<file path="config.mk">
export PLATFORM = sky130hd
export DESIGN_NAME = instr_encoder
export DESIGN_NICKNAME = d
export VERILOG_FILES = /design/src/rtl/instr_enc_pkg.sv /design/src/rtl/instr_encoder_pack.sv /design/src/rtl/instr_encoder.sv
export SDC_FILE = /design/constraint.sdc
export NUM_CORES = 1
export LEC_CHECK = 0
export ABC_AREA = 0
export CORE_MARGIN = 10
export CORE_UTILIZATION = 46
export DETAILED_ROUTE_END_ITERATION = 12
export GPL_TIMING_DRIVEN = 0
export HOLD_SLACK_MARGIN = 0.03
export PLACE_DENSITY_LB_ADDON = 0.1
export SLEW_MARGIN = 10
export SYNTH_ARGS = -nofsm -noshare
export SYNTH_HDL_FRONTEND = slang
export SYNTH_SLANG_ARGS = --single-unit
</file>
<file path="constraint.sdc">
create_clock -name clk -period 4.1 [get_ports clk]
set_input_delay 1.23 -clock clk [delete_from_list [all_inputs] [get_ports clk]]
set_output_delay 1.23 -clock clk [all_outputs]
set_load 0.05 [all_outputs]
</file>
<file path="src/rtl/instr_enc_pkg.sv">
// -----------------------------------------------------------------------------
// instr_enc_pkg
// Shared constants and types for the instruction encoder / program loader.
//   - op field codes (data-processing, memory, branch)
//   - data-processing command codes the control decoder implements
//   - the "always" condition code
//   - the loader FSM state encoding
//   - helper that says whether a DP command is supported
// -----------------------------------------------------------------------------
package instr_enc_pkg;

  localparam logic [1:0] OP_DP  = 2'b00;
  localparam logic [1:0] OP_MEM = 2'b01;
  localparam logic [1:0] OP_BR  = 2'b10;

  localparam logic [3:0] CMD_ADD = 4'b0100;
  localparam logic [3:0] CMD_SUB = 4'b0010;
  localparam logic [3:0] CMD_AND = 4'b0000;
  localparam logic [3:0] CMD_ORR = 4'b1100;

  localparam logic [3:0] COND_AL = 4'hE;

  typedef enum logic [1:0] {
    ST_IDLE = 2'd0,
    ST_LOAD = 2'd1,
    ST_DONE = 2'd2
  } enc_state_e;

  // The decoder only implements these four DP commands; everything else
  // in the cmd space has to be rejected at load time.
  function automatic logic dp_cmd_supported(input logic [3:0] cmd);
    return (cmd == CMD_ADD) || (cmd == CMD_SUB) ||
           (cmd == CMD_AND) || (cmd == CMD_ORR);
  endfunction

endpackage

</file>
<file path="src/rtl/instr_encoder_pack.sv">
// -----------------------------------------------------------------------------
// instr_pack
// Purely combinational field packer. Turns one instruction field bundle into
// a 32-bit machine word and flags whether the encoding is one the control
// decoder implements.
// Optional macro: ENC_BRANCH_REL_EN -- when defined, the branch imm24 input is
// an absolute target word address and is converted to the PC-relative offset
// target - (ptr + 2); otherwise imm24 is copied verbatim.
// Ports:
//   cond/op/funct/rn/rd/src2/imm24 : instruction fields
//   ptr       : word address this word will be written to
//   word      : packed 32-bit instruction
//   supported : 1 when the bundle is a legal encoding
// -----------------------------------------------------------------------------
module instr_pack
  import instr_enc_pkg::*;
#(
  parameter int ADDR_W = 6
) (
  input  logic [3:0]        cond,
  input  logic [1:0]        op,
  input  logic [5:0]        funct,
  input  logic [3:0]        rn,
  input  logic [3:0]        rd,
  input  logic [11:0]       src2,
  input  logic [23:0]       imm24,
  input  logic [ADDR_W-1:0] ptr,
  output logic [31:0]       word,
  output logic              supported
);

  logic [23:0] br_off;

`ifdef ENC_BRANCH_REL_EN
  // The CPU reads PC as the current word + 2, so the offset is relative to that.
  assign br_off = imm24 - (24'(ptr) + 24'd2);
`else
  logic unused_ptr;
  assign unused_ptr = ^ptr;
  assign br_off     = imm24;
`endif

  always_comb begin
    word      = {cond, op, funct, rn, rd, src2};
    supported = 1'b0;
    case (op)
      OP_DP:   supported = dp_cmd_supported(funct[4:1]);
      OP_MEM:  supported = 1'b1;
      OP_BR: begin
        word      = {cond, OP_BR, funct[5:4], br_off};
        // Only plain B (no link) is implemented.
        supported = (funct[5:4] == 2'b10);
      end
      default: supported = 1'b0;
    endcase
  end

endmodule

</file>
<file path="src/rtl/instr_encoder.sv">
// -----------------------------------------------------------------------------
// instr_encoder
// Sequential instruction encoder and program loader. Accepts field bundles on
// a valid/ready stream, packs them via instr_pack, and writes the words
// sequentially into instruction memory while holding the CPU in reset.
// Unsupported bundles are consumed but not written and set a sticky error.
// Optional macro: ENC_BRANCH_REL_EN (relative branch offset conversion, see
// instr_pack).
// Ports:
//   clk, reset      : clock, synchronous active-high reset
//   start           : pulse, begins a load session
//   in_valid/ready  : bundle handshake; in_last marks the final instruction
//   in_*            : instruction fields
//   imem_we/addr/wdata : instruction memory write port
//   cpu_hold        : high while a session is active
//   done            : one-cycle pulse at session end
//   full            : memory capacity reached
//   err             : sticky, an unsupported bundle was rejected
//   count           : words written this session
// -----------------------------------------------------------------------------
module instr_encoder
  import instr_enc_pkg::*;
#(
  parameter int ADDR_W    = 6,
  parameter int BASE_ADDR = 0
) (
  input  logic              clk,
  input  logic              reset,
  input  logic              start,
  input  logic              in_valid,
  output logic              in_ready,
  input  logic              in_last,
  input  logic [3:0]        in_cond,
  input  logic [1:0]        in_op,
  input  logic [5:0]        in_funct,
  input  logic [3:0]        in_rn,
  input  logic [3:0]        in_rd,
  input  logic [11:0]       in_src2,
  input  logic [23:0]       in_imm24,
  output logic              imem_we,
  output logic [ADDR_W-1:0] imem_addr,
  output logic [31:0]       imem_wdata,
  output logic              cpu_hold,
  output logic              done,
  output logic              full,
  output logic              err,
  output logic [ADDR_W:0]   count
);

  localparam logic [ADDR_W:0]   CAP      = {1'b1, {ADDR_W{1'b0}}};
  localparam logic [ADDR_W-1:0] BASE_PTR = ADDR_W'(BASE_ADDR);

  enc_state_e        state_q, state_d;
  logic [ADDR_W-1:0] ptr_q, ptr_d;
  logic [ADDR_W:0]   count_q, count_d;
  logic              we_q, we_d;
  logic [31:0]       wdata_q, wdata_d;
  logic              err_q, err_d;
  logic              full_q, full_d;
  logic              last_q, last_d;

  logic [31:0]       pack_word;
  logic              pack_ok;
  logic [ADDR_W-1:0] eff_ptr;
  logic [ADDR_W:0]   count_inc;
  logic              hs;

  // A word accepted while the previous one is still being written lands one
  // address further on, so the relative branch offset must use that address.
  assign eff_ptr   = we_q ? ptr_q + 1'b1 : ptr_q;
  assign count_inc = count_q + 1'b1;

  // Ready must also account for a pending write, otherwise a back-to-back
  // bundle could overrun the last free slot.
  assign in_ready = (state_q == ST_LOAD) && !full_q && !last_q &&
                    ((count_q + {{ADDR_W{1'b0}}, we_q}) != CAP);
  assign hs       = in_valid && in_ready;

  instr_pack #(.ADDR_W(ADDR_W)) u_pack (
    .cond      (in_cond),
    .op        (in_op),
    .funct     (in_funct),
    .rn        (in_rn),
    .rd        (in_rd),
    .src2      (in_src2),
    .imm24     (in_imm24),
    .ptr       (eff_ptr),
    .word      (pack_word),
    .supported (pack_ok)
  );

  always_comb begin
    state_d = state_q;
    ptr_d   = ptr_q;
    count_d = count_q;
    we_d    = 1'b0;
    wdata_d = wdata_q;
    err_d   = err_q;
    full_d  = full_q;
    last_d  = last_q;
    case (state_q)
      ST_IDLE: begin
        if (start) begin
          state_d = ST_LOAD;
          ptr_d   = BASE_PTR;
          count_d = '0;
          err_d   = 1'b0;
          full_d  = 1'b0;
          last_d  = 1'b0;
        end
      end
      ST_LOAD: begin
        // Write cycle of a previously accepted bundle.
        if (we_q) begin
          ptr_d   = ptr_q + 1'b1;
          count_d = count_inc;
          if (count_inc == CAP) begin
            full_d  = 1'b1;
            state_d = ST_DONE;
          end
          if (last_q) state_d = ST_DONE;
        end
        if (hs) begin
          if (pack_ok) begin
            we_d    = 1'b1;
            wdata_d = pack_word;
            last_d  = in_last;
          end else begin
            err_d = 1'b1;
            if (in_last) state_d = ST_DONE;
          end
        end
      end
      ST_DONE: begin
        state_d = ST_IDLE;
        last_d  = 1'b0;
      end
      default: state_d = ST_IDLE;
    endcase
  end

  always_ff @(posedge clk) begin
    if (reset) begin
      state_q <= ST_IDLE;
      ptr_q   <= BASE_PTR;
      count_q <= '0;
      we_q    <= 1'b0;
      wdata_q <= '0;
      err_q   <= 1'b0;
      full_q  <= 1'b0;
      last_q  <= 1'b0;
    end else begin
      state_q <= state_d;
      ptr_q   <= ptr_d;
      count_q <= count_d;
      we_q    <= we_d;
      wdata_q <= wdata_d;
      err_q   <= err_d;
      full_q  <= full_d;
      last_q  <= last_d;
    end
  end

  assign imem_we    = we_q;
  assign imem_addr  = ptr_q;
  assign imem_wdata = wdata_q;
  assign cpu_hold   = (state_q != ST_IDLE);
  assign done       = (state_q == ST_DONE);
  assign full       = full_q;
  assign err        = err_q;
  assign count      = count_q;

endmodule

</file>
* Word level (Yosys, flattened, before mapping) *
Index checks and enable logic that the tools add are counted.

cells by class
  add/sub/neg operators = 3
  eq/ne operators = 16
  mux-type cells = 27
  bitwise logic cells = 2
  reductions and logical operators = 21

operator list
  kind                                            number
  two-way mux 28 bit                              1
  two-way mux 2 bit                               7
  two-way mux 7 bit                               2
  case mux 7 bit (2 select lines)                 1
  two-way mux 6 bit                               2
  case mux 6 bit (2 select lines)                 1
  AND reduction 4 bit                             3
  != test 2 bit (second input constant)           5
  two-way mux 1 bit                               8
  adder 7 x 1 -> 7 bit                            1
  adder 7 x 1 -> 7 bit (second input constant)    1
  == test 7 bit (second input constant)           1
  != test 7 bit (second input constant)           1
  adder 6 x 1 -> 6 bit (second input constant)    1
  == test 2 bit (second input constant)           3
  case mux 1 bit (3 select lines)                 2
  AND reduction 3 bit                             2
  == test 2 x 1 -> 1 bit (second input constant)  2
  == test 4 x 2 -> 1 bit (second input constant)  1
  == test 4 x 3 -> 1 bit (second input constant)  1
  == test 4 bit (second input constant)           1
  logical AND 1 bit                               4
  logical NOT 2 bit                               2
  logical NOT 4 bit                               1
  9 further kinds                                 15

storage, ports and cells
  register bits = 51
  bits of input ports = 61
  output and inout bits = 51
  word-level logic and storage cells = 77

* Longest topological paths before layout *
Gate-level depths: netlist of run 1.

  depth in word-level cells = 9
  gate-level depth with buffers = 9
  depth with buffers taken out = 7

* By module *
From an unflattened synthesis of run 1, not the netlist that was laid out.

second synthesis, totals
  cells, all modules = 272
  area total of the unflattened synthesis = 2,798.9 µm²

by module, submodules not included
  module         times used  cells each  area an instance (µm²)  seq. area each (µm²)
  instr_encoder  1           231         2,284.7                 1,021.0
  instr_pack     1           41          514.2                   0.0

* Least setup slack after synthesis of run 1 *
No wires, ideal clock.

  path type = flip-flop to output port
  start = reg count_q[0], in the netlist count[0]
  end = out in_ready
  arrival time = 2,012 ps
  data required time = 2,870 ps
  slack = 858 ps
  cell stages (with the launch flop) = 6
  buffers on the path = 0
  cells stage by stage = dfxtp_1 > ha_1 > ha_1 > nor3b_1 > o221ai_1 > o21a_1

on the way
  cells in the longest elaborated chain, start to end = 3

RTL lines
  what                      RTL line              source
  start: declaration        instr_encoder.sv:55   logic [ADDR_W:0] count_q, count_d;
  start signal: assignment  instr_encoder.sv:155  count_q <= count_d;
  adder 7 x 1 -> 7 bit      instr_encoder.sv:76   ((count_q + {{ADDR_W{1'b0}}, we_q}) != CAP);
  != test 7 bit             instr_encoder.sv:76
  logical AND 1 bit         instr_encoder.sv:75   assign in_ready = (state_q == ST_LOAD) && !full_q && !last_q &&
  end: declaration          instr_encoder.sv:31   output logic in_ready,

Every way passes these cells.

* Worst setup path in the final report of run 1 *
  start = reg we_q, in the netlist imem_we
  end = out in_ready

on the way
  cells in the longest elaborated chain, start to end = 3

RTL lines
  what                      RTL line              source
  start: declaration        instr_encoder.sv:56   logic we_q, we_d;
  start signal: assignment  instr_encoder.sv:156  we_q <= we_d;
  adder 7 x 1 -> 7 bit      instr_encoder.sv:76
  != test 7 bit             instr_encoder.sv:76
  logical AND 1 bit         instr_encoder.sv:75

Every way passes these cells.

==> impl_metrics.toml, run 1 <==
[hold_path]
hold_class = "reg2reg"

[worst_setup_path]
worstPathRequired_ns = 2.87
worstSetupStartpointType = "flop"
critPathArrivalTime_ns = 2.62
path_class = "reg2out"
cp_max_fo = 6
crit_path_end_kind = "output pin"

[synthesis]
ys_warn_count = 0
ys.flop_type = "dfxtp_1"
yosysTopAreaCell = "dfxtp_1"
synth_seq_cells = 51
postSynth.asyncResetShare = 0
yosysSeqAreaShare = 0.392
ys_top_cells_by_area = "dfxtp_1, mux2i_1, a211oi_2"
synth_top_area_frac = 0.392
synth_compound_area_frac = 0.274
syn_area_per_cell_sq_um = 9.38
yosysUniqueCellTypes = 45
syn_nets = 343
syn_area_sq_mm = 0.00261
synth_xor_area_frac = 0.0168
synthCells = 278
synth_edf_count = 0
synth_top_family_by_area = "compound AO/OA/AOI/OAI gates"
synthMuxAreaShare = 0.0998
synth-adder-area-share = 0.0192
synth-simple-area-share = 0.140

[pwr]
power_density_mw_per_mm2 = 272
seqPwrFrac = 0.484
peakVddDrop_mv = 0.169
swShare = 0.292
p_total_w = 0.00106
leakage_nw = 1.33
power_switching_w = 0.000310
comb_power_share = 0.222
p_int_w = 0.000751
p_clk_frac = 0.294

[die]
dieHeight_microns = 95.3
num_io_pins = 112
rows = 27
core-area_sq_mm = 0.00551
dieArea_sq_mm = 0.00908
die_w_microns = 95.3
initial_core_util = 0.474

[cells_and_area]
layout-drive-gt1-share = 0.114
final_area_sq_mm = 0.00390
n_antenna_cell = 0
fin_cells = 468
syn_to_final_growth_pct = 49.5
num-nets-final = 460

[routing]
routed_wl_microns = 8000
viasPerCell = 5.49
ant_nets = 0
drc = 0
drtPass1Iterations = 4
drt-initial-drc-count = 92
vias = 2570
wl_per_cell_microns = 17.1

[grt]
grt_pass1_wl_microns = 12600
grt_max_degree = 17
grt_usage = 0.171
antenna_found_initial = 0
grt_pass1_vias = 2500
grt_overflow = 0

[sta]
finalCritPeriodShare = 0.940
slew_violations = 0
worstMarginPinSlew_ns = 0.709
timing.final.crit_period_ns = 3.85
finalSetupViolCount = 0
skew_ns = 0.00589
hold_violations = 0
rsz0062_at_grt = "no"
fmax_mhz = 259
setup_tns_ns = 0
relSlewSlack = 0.527

[cts]
cts_setup_buffers = 0
clock_sinks = 51
clock_latency_ns = 0.31
cts.path.max_buffers = 2
cts_tree = "yes"
ctsResizeCount = 0
htreeDepth = 2
holdBufCountCts = 0
path_clk_slew_ns = 0.10
cts_made_buffers = 5
root_buffer = "clkbuf_8"

[run_status]
status = "finished clean"

[placed_design]
portBuffers = 110
dp_cells = 460
place.gp.congestion = 0.866
placed_area_sq_mm = 0.00380
dp_hpwl_microns = 6330

[job]
max-cap-violations = 0
flip-flops by register name, indices dropped and copies added, names as in the netlist:
name        flops
imem_we         1
err             1
last_q          1
full            1
imem_addr       6
state_q         2
count           7
imem_wdata     32
through the flow:
step                utilization  worst slack, ns  hold WS [ns]
finish                    0.708            0.246         0.481
global route              0.708            0.103         0.500
CTS                       0.708            0.206         0.479
detailed placement        0.690            0.570         0.465
global placement          0.690            0.615         0.459
floorplan                     -            0.858         0.574
cells in the mapped netlist (2+ instances only):
cell type	count
a21oi_1	37
a211oi_1	6
buf_2	2
mux2i_1	26
a22oi_1	2
o21ai_0	14
buf_6	7
a31o_2	2
xor2_1	4
nor2b_1	6
a211oi_2	20
nand2b_1	2
a221oi_1	2
clkbuf_1	12
and3_1	3
nand3_1	11
nor3_1	3
ha_1	4
nor3b_1	2
nand4_1	3
and2_1	2
inv_1	4
nor4_1	2
dfxtp_1	51
nor2_1	23
nand2_1	9
kinds of logic (layout without fill, tap and decap cells):
| kind of cell | count (synthesis) | after routing |
|---|---|---|
| AO/OA/AOI/OAI | 95 | 95 |
| XOR/XNOR | 5 | 5 |
| adder cells (fa/ha/maj) | 4 | 4 |
| buffers and inverters | 26 | 144 |
| flip-flops | 51 | 51 |
| multiplexers | 26 | 26 |
| AND/OR/NAND/NOR | 71 | 71 |
final cells by class:
type | count | area (sq um)
Multi-Input combinational cell | 201 | 1430
Clock inverter | 2 | 16.3
Buffer | 22 | 139
Timing Repair Buffer | 110 | 1100
Clock buffer | 6 | 82.6
Tap cell | 72 | 90.1
Inverter | 4 | 15.0
Sequential cell | 51 | 1020
Fill cell | 457 | 1610
critical path: stages, from the launching register on:
cell and delay [ns]:
dfxtp_1 0.39, ha_1 0.24, ha_1 0.21, and2_1 0.16, o221ai_1 0.35, o21a_1 0.17, clkdlybuf4s50_1 0.80
routing by layer:
metal	track usage	vias up	share of wire
li1	-	1257	-
met1	0.198	1217	0.42
met2	0.287	89	0.48
met3	0.0683	7	0.096
met4	0.0461	0	0.011
met5	0	-	0
cell usage in the layout (no fill, tap or decap), drive strengths merged, types with 4 or more instances in the layout:
cell type	synthesis	final
nor2b	6	6
a21oi	38	38
ha	4	4
nor2	24	24
o21ai	14	14
xor2	4	4
dfxtp	51	51
mux2i	26	26
clkdlybuf4s50	0	110
inv	4	4
nand2	9	9
nand3	11	11
clkbuf	13	19
buf	9	9
a211oi	26	26
worst paths after layout:
| kind | startpoint | endpoint | slack [ns] | depth (start not counted) |
|---|---|---|---|---|
| worst min register to register | imem_wdata[24]$_SDFFE_PP0P_ | imem_wdata[24]$_SDFFE_PP0P_ | 0.48 | 2 |
| worst max register to register | imem_we$_SDFF_PP0_ | imem_wdata[16]$_SDFFE_PP0P_ | 1.87 | 8 |
| worst max-delay path | imem_we$_SDFF_PP0_ | in_ready | 0.25 | 6 |
| worst min-delay path | imem_wdata[24]$_SDFFE_PP0P_ | imem_wdata[24]$_SDFFE_PP0P_ | 0.48 | 2 |
power by group through the flow:
stage                     clock (W)  combinational, W  sequential (W)
after floorplan                   0          0.000104        0.000552
after global placement            0          0.000234        0.000525
after detailed placement          0          0.000237        0.000525
after CTS                  0.000318          0.000238        0.000513
after global routing       0.000335          0.000255        0.000515
final                      0.000312          0.000236        0.000514
No activity file was read; power rests on OpenSTA's default activity.
==> run 2, diff against run 1 <==
--- a/config.mk
+++ b/config.mk
@@ -6,12 +6,14 @@
 export NUM_CORES = 1
 export LEC_CHECK = 0
 export ABC_AREA = 0
+export ABC_CLOCK_PERIOD_IN_PS = 4100
 export CORE_MARGIN = 10
 export CORE_UTILIZATION = 46
 export DETAILED_ROUTE_END_ITERATION = 12
 export GPL_TIMING_DRIVEN = 0
 export HOLD_SLACK_MARGIN = 0.03
 export PLACE_DENSITY_LB_ADDON = 0.1
+export REMOVE_ABC_BUFFERS = 1
 export SLEW_MARGIN = 10
 export SYNTH_ARGS = -nofsm -noshare
 export SYNTH_HDL_FRONTEND = slang
==> run 2 against run 1 <==
- final area fell by 1.9%
- worst hold slack improved by 0.0015 ns
- power rose by 0.29%
- fmax rose by 0.40%
- global-route usage fell by 0.57 points
- sequential power barely moved
- cell count fell by 4.1%
- critical endpoint unchanged
- largest power group unchanged
- highest routed layer unchanged
==> impl_metrics.toml, run 2 (synthesis results as in run 1) <==
[worst_setup_path]
path_class = "reg2out"
cp.depth = 6
crit_buf_inv = 1
worst_path_max_delay_cell = "clkdlybuf4s50_1"
worstSetupStartpointType = "flop"
critPathTopFamily = "buffers and inverters"
cp_max_fo = 7
worstPathRequired_ns = 2.87
crit_path_end_kind = "output pin"
critPathArrivalTime_ns = 2.61
crit_chain = "ha_1, ha_1, and2_1, o221ai_1, o21a_1, clkdlybuf4s50_1"
r2r_start = "count[0]$_SDFFE_PP0P_"
reg2regPathDepth = 7
reg2reg_setup_slack_ns = 1.21
slowest_delay_ns = 0.80
r2r-end = "state_q[0]$_SDFFE_PP0N_"
critPathMostFrequentCell = "ha_1"
crit_end = "in_ready"
crit_start = "count[0]$_SDFFE_PP0P_"

[pwr]
peakVddDrop_mv = 0.222
leakage_nw = 1.28
power_density_mw_per_mm2 = 278
p_total_w = 0.00106

[routing]
drtPass1Iterations = 4
routed_wl_microns = 7700
viasPerCell = 5.46
drc = 0
wl_per_cell_microns = 17.1
drt-initial-drc-count = 103
vias = 2450
ant_nets = 0

[sta]
skew_ns = 0.00669
timing.final.crit_period_ns = 3.84
slew_violations = 0
hold_violations = 0
finalSetupViolCount = 0
relSlewSlack = 0.232
fmax_mhz = 261
hold_slack_ns = 0.482
rsz0062_at_grt = "no"
worstMarginPinSlew_ns = 1.15
finalCritPeriodShare = 0.936

[grt]
grt_pass1_vias = 2359
grt_pass1_wl_microns = 12200
grt_usage = 0.166
antenna_found_initial = 0
grt_overflow = 0
grt_max_degree = 36

[cts]
cts_made_buffers = 5
cts.path.max_buffers = 2
ctsResizeCount = 0
path_clk_slew_ns = 0.09
holdBufCountCts = 0
root_buffer = "clkbuf_8"
cts_setup_buffers = 0
cts_tree = "yes"
clock_latency_ns = 0.30
htreeDepth = 2
clock_sinks = 51

[die]
dieArea_sq_mm = 0.00908
num_io_pins = 112
die_w_microns = 95.3
rows = 27
core-area_sq_mm = 0.00551
initial_core_util = 0.474
dieHeight_microns = 95.3

[cells_and_area]
fin_cells = 449
n_antenna_cell = 0
syn_to_final_growth_pct = 46.6
final_cell_mix = "clkdlybuf4s50_1, dfxtp_1, a21oi_1, mux2i_1, nor2_1"
multiInputGateArea_sq_mm = 0.00145
layout-drive-gt1-share = 0.106
num-nets-final = 441
largest_reg_flops = 32
register_area_sq_mm = 0.00102
nFillCells = 468
final_core_util = 0.694
layout_commonest_cell = "clkdlybuf4s50_1"

[placed_design]
place.gp.congestion = 0.747
portBuffers = 111
dp_cells = 441
dp_hpwl_microns = 5690

[run_status]
status = "finished clean"

[hold_path]
hold_class = "reg2reg"

[job]
max-cap-violations = 0
[run 2: tightest hold or removal path, delay by kind of cell (launching register included)]
family,cells,cell delay (ns)
AOI/OAI and AO/OA,1,0.07
DFF,1,0.32
buffers and inverters,1,0.04
[run 2: how the worst min path moves through the flow]
stage | start | to | slack [ns] | cells past startpoint
CTS | imem_wdata[30]$_SDFFE_PP0P_ | imem_wdata[30]$_SDFFE_PP0P_ | 0.49 | 2
global route | imem_wdata[25]$_SDFFE_PP0P_ | imem_wdata[25]$_SDFFE_PP0P_ | 0.51 | 2
finish | err$_SDFFE_PP0P_ | err$_SDFFE_PP0P_ | 0.48 | 2
detailed placement | err$_SDFFE_PP0P_ | err$_SDFFE_PP0P_ | 0.46 | 2
global placement | imem_wdata[30]$_SDFFE_PP0P_ | imem_wdata[30]$_SDFFE_PP0P_ | 0.46 | 2
floorplan | last_q$_SDFFE_PP0P_ | last_q$_SDFFE_PP0P_ | 0.57 | 2
[run 2: power breakdown]
group | switching, W | total (W) | internal [W]
Clock | 0.000168 | 0.000322 | 0.000154
Combinational | 0.000126 | 0.000230 | 0.000104
Sequential | 0.00000851 | 0.000513 | 0.000505
Total | 0.000302 | 0.00106 | 0.000762
[run 2: metal layers]
layer  up-vias  wire, microns  track usage
met5         -              0            0
met4         0             85       0.0411
met3         6            602       0.0495
met2        84           3590        0.268
met1      1137           3420        0.211
li1       1223              -            -
[run 2: final cells by class]
type,count,share of cell area
Inverter,4,0.00393
Clock buffer,7,0.0252
Sequential cell,51,0.267
Multi-Input combinational cell,201,0.379
Tap cell,72,0.0236
Timing Repair Buffer,113,0.300
Clock inverter,1,0.00196
[run 2: per-stage QoR]
| step | setup TNS [ns] | area [sq um] | setup WS (ns) |
|---|---|---|---|
| floorplan | -19.19 | 2470 | -0.625 |
| global placement | -86.01 | 3670 | -2.57 |
| detailed placement | 0 | 3720 | 0.508 |
| CTS | 0 | 3820 | 0.218 |
| global route | 0 | 3820 | 0.0832 |
| finish | 0 | 3820 | 0.262 |
==> run 3, diff against run 2 <==
--- a/config.mk
+++ b/config.mk
@@ -12,7 +12,7 @@
 export DETAILED_ROUTE_END_ITERATION = 12
 export GPL_TIMING_DRIVEN = 0
 export HOLD_SLACK_MARGIN = 0.03
-export PLACE_DENSITY_LB_ADDON = 0.1
+export PLACE_DENSITY = 0.86
 export REMOVE_ABC_BUFFERS = 1
 export SLEW_MARGIN = 10
 export SYNTH_ARGS = -nofsm -noshare
==> run 3 against run 2 <==
- power up 9.5%
- largest cell class unchanged
- register-to-register slack is essentially flat
- utilization is 0.91 points higher
- clock-buffer cell count decreased by 2
- cell count up 0.45%
==> impl_metrics.toml, run 3 (synthesis results as in run 1) <==
[routing]
drtPass1Iterations = 4
ant_nets = 0
drc = 0
viasPerCell = 5.55
drt-initial-drc-count = 176
routed_wl_microns = 8260
wl_per_cell_microns = 18.3
vias = 2501

[cells_and_area]
fin_cells = 451
num-nets-final = 443
layout-drive-gt1-share = 0.111
nFillCells = 423
syn_to_final_growth_pct = 48.6
register_area_sq_mm = 0.00102
multiInputGateArea_sq_mm = 0.00146
n_antenna_cell = 0
final_cell_mix = "clkdlybuf4s50_1, dfxtp_1, a21oi_1, mux2i_1, nor2_1"
largest_reg_flops = 32
layout_commonest_cell = "clkdlybuf4s50_1"
final_area_sq_mm = 0.00387

[worst_setup_path]
critPathArrivalTime_ns = 2.64
cp_max_fo = 6
critPathMostFrequentCell = "ha_1"
r2r_start = "imem_we$_SDFF_PP0_"
path_class = "reg2out"
crit_chain = "ha_1, ha_1, and2_1, o221ai_1, o21a_1, clkdlybuf4s50_1"
crit_path_end_kind = "output pin"
worstPathRequired_ns = 2.87
crit_start = "imem_we$_SDFF_PP0_"
worst_path_max_delay_cell = "clkdlybuf4s50_1"
worstSetupStartpointType = "flop"
slowest_delay_ns = 0.81

[sta]
slew_violations = 0
hold_violations = 0
finalCritPeriodShare = 0.945
relSlewSlack = 0.256
skew_ns = 0.0140
worstMarginPinSlew_ns = 1.12
setup_tns_ns = 0
timing.final.crit_period_ns = 3.87
hold_slack_ns = 0.484
fmax_mhz = 258
rsz0062_at_grt = "no"
finalSetupViolCount = 0

[grt]
grt_usage = 0.180
grt_pass1_vias = 2535
grt_max_degree = 35
grt_pass1_wl_microns = 13000
grt_overflow = 0
antenna_found_initial = 0

[hold_path]
hold_class = "reg2reg"
min_from = "imem_wdata[25]$_SDFFE_PP0P_"

[placed_design]
placed_area_sq_mm = 0.00372
dp_cells = 441
place.gp.congestion = 0.844
dp_hpwl_microns = 6200
portBuffers = 111

[die]
dieArea_sq_mm = 0.00908
initial_core_util = 0.474
core-area_sq_mm = 0.00551
num_io_pins = 112
die_w_microns = 95.3
dieHeight_microns = 95.3
rows = 27

[pwr]
leakage_nw = 1.30
peakVddDrop_mv = 0.218
power_density_mw_per_mm2 = 301

[cts]
cts_made_buffers = 5
clock_sinks = 51
clock_latency_ns = 0.31
cts.path.max_buffers = 2
cts_tree = "yes"
htreeDepth = 2
ctsResizeCount = 0
holdBufCountCts = 0
root_buffer = "clkbuf_8"
path_clk_slew_ns = 0.09
cts_setup_buffers = 0

[run_status]
status = "finished clean"

[job]
max-cap-violations = 0
[run 3: final cells by class]
class	instances	share of cell area
multi-input cells	203	0.376
repair buffers	113	0.298
flip-flops and latches	51	0.264
well taps	72	0.0233
clock buffers	5	0.0178
clock inverters	3	0.0174
inverters	4	0.00388
[run 3: where the power goes]
part	switching, W	total, W	internal (W)
clock	0.000174	0.000417	0.000243
combinational	0.000129	0.000235	0.000106
sequential	0.00000863	0.000513	0.000505
[run 3: worst paths after layout]
check	cells after the start	slack, ns	endpoint
min	2	0.48	imem_wdata[25]$_SDFFE_PP0P_
min reg2reg	2	0.48	imem_wdata[25]$_SDFFE_PP0P_
max reg2reg	7	1.21	state_q[0]$_SDFFE_PP0N_
max	6	0.23	in_ready
[run 3: worst max-delay path, delay by kind of cell (launching register included)]
| kind | cells | cell delay [ns] |
|---|---|---|
| compound gates | 2 | 0.53 |
| flops | 1 | 0.39 |
| simple gates | 1 | 0.16 |
| fa+ha+maj | 2 | 0.45 |
| buf+inv | 1 | 0.81 |
[run 3: stage by stage]
step / util / worst slack [ns] / total power, W
after floorplan: - / -0.625 / 0.000639
after global routing: 0.703 / 0.0509 / 0.00121
after CTS: 0.701 / 0.0129 / 0.00117
after detailed placement: 0.676 / -0.335 / 0.000758
after global placement: 0.666 / -2.52 / 0.000747
final: 0.703 / 0.226 / 0.00117
[run 3: routing by layer]
metal / vias up / global-route usage / routed length, microns / part of all wire
met4: 0 / 0.0661 / 194 / 0.023
met3: 12 / 0.0401 / 416 / 0.050
met5: - / 0 / 0 / 0
li1: 1226 / - / - / -
met1: 1192 / 0.191 / 3160 / 0.38
met2: 71 / 0.338 / 4490 / 0.54
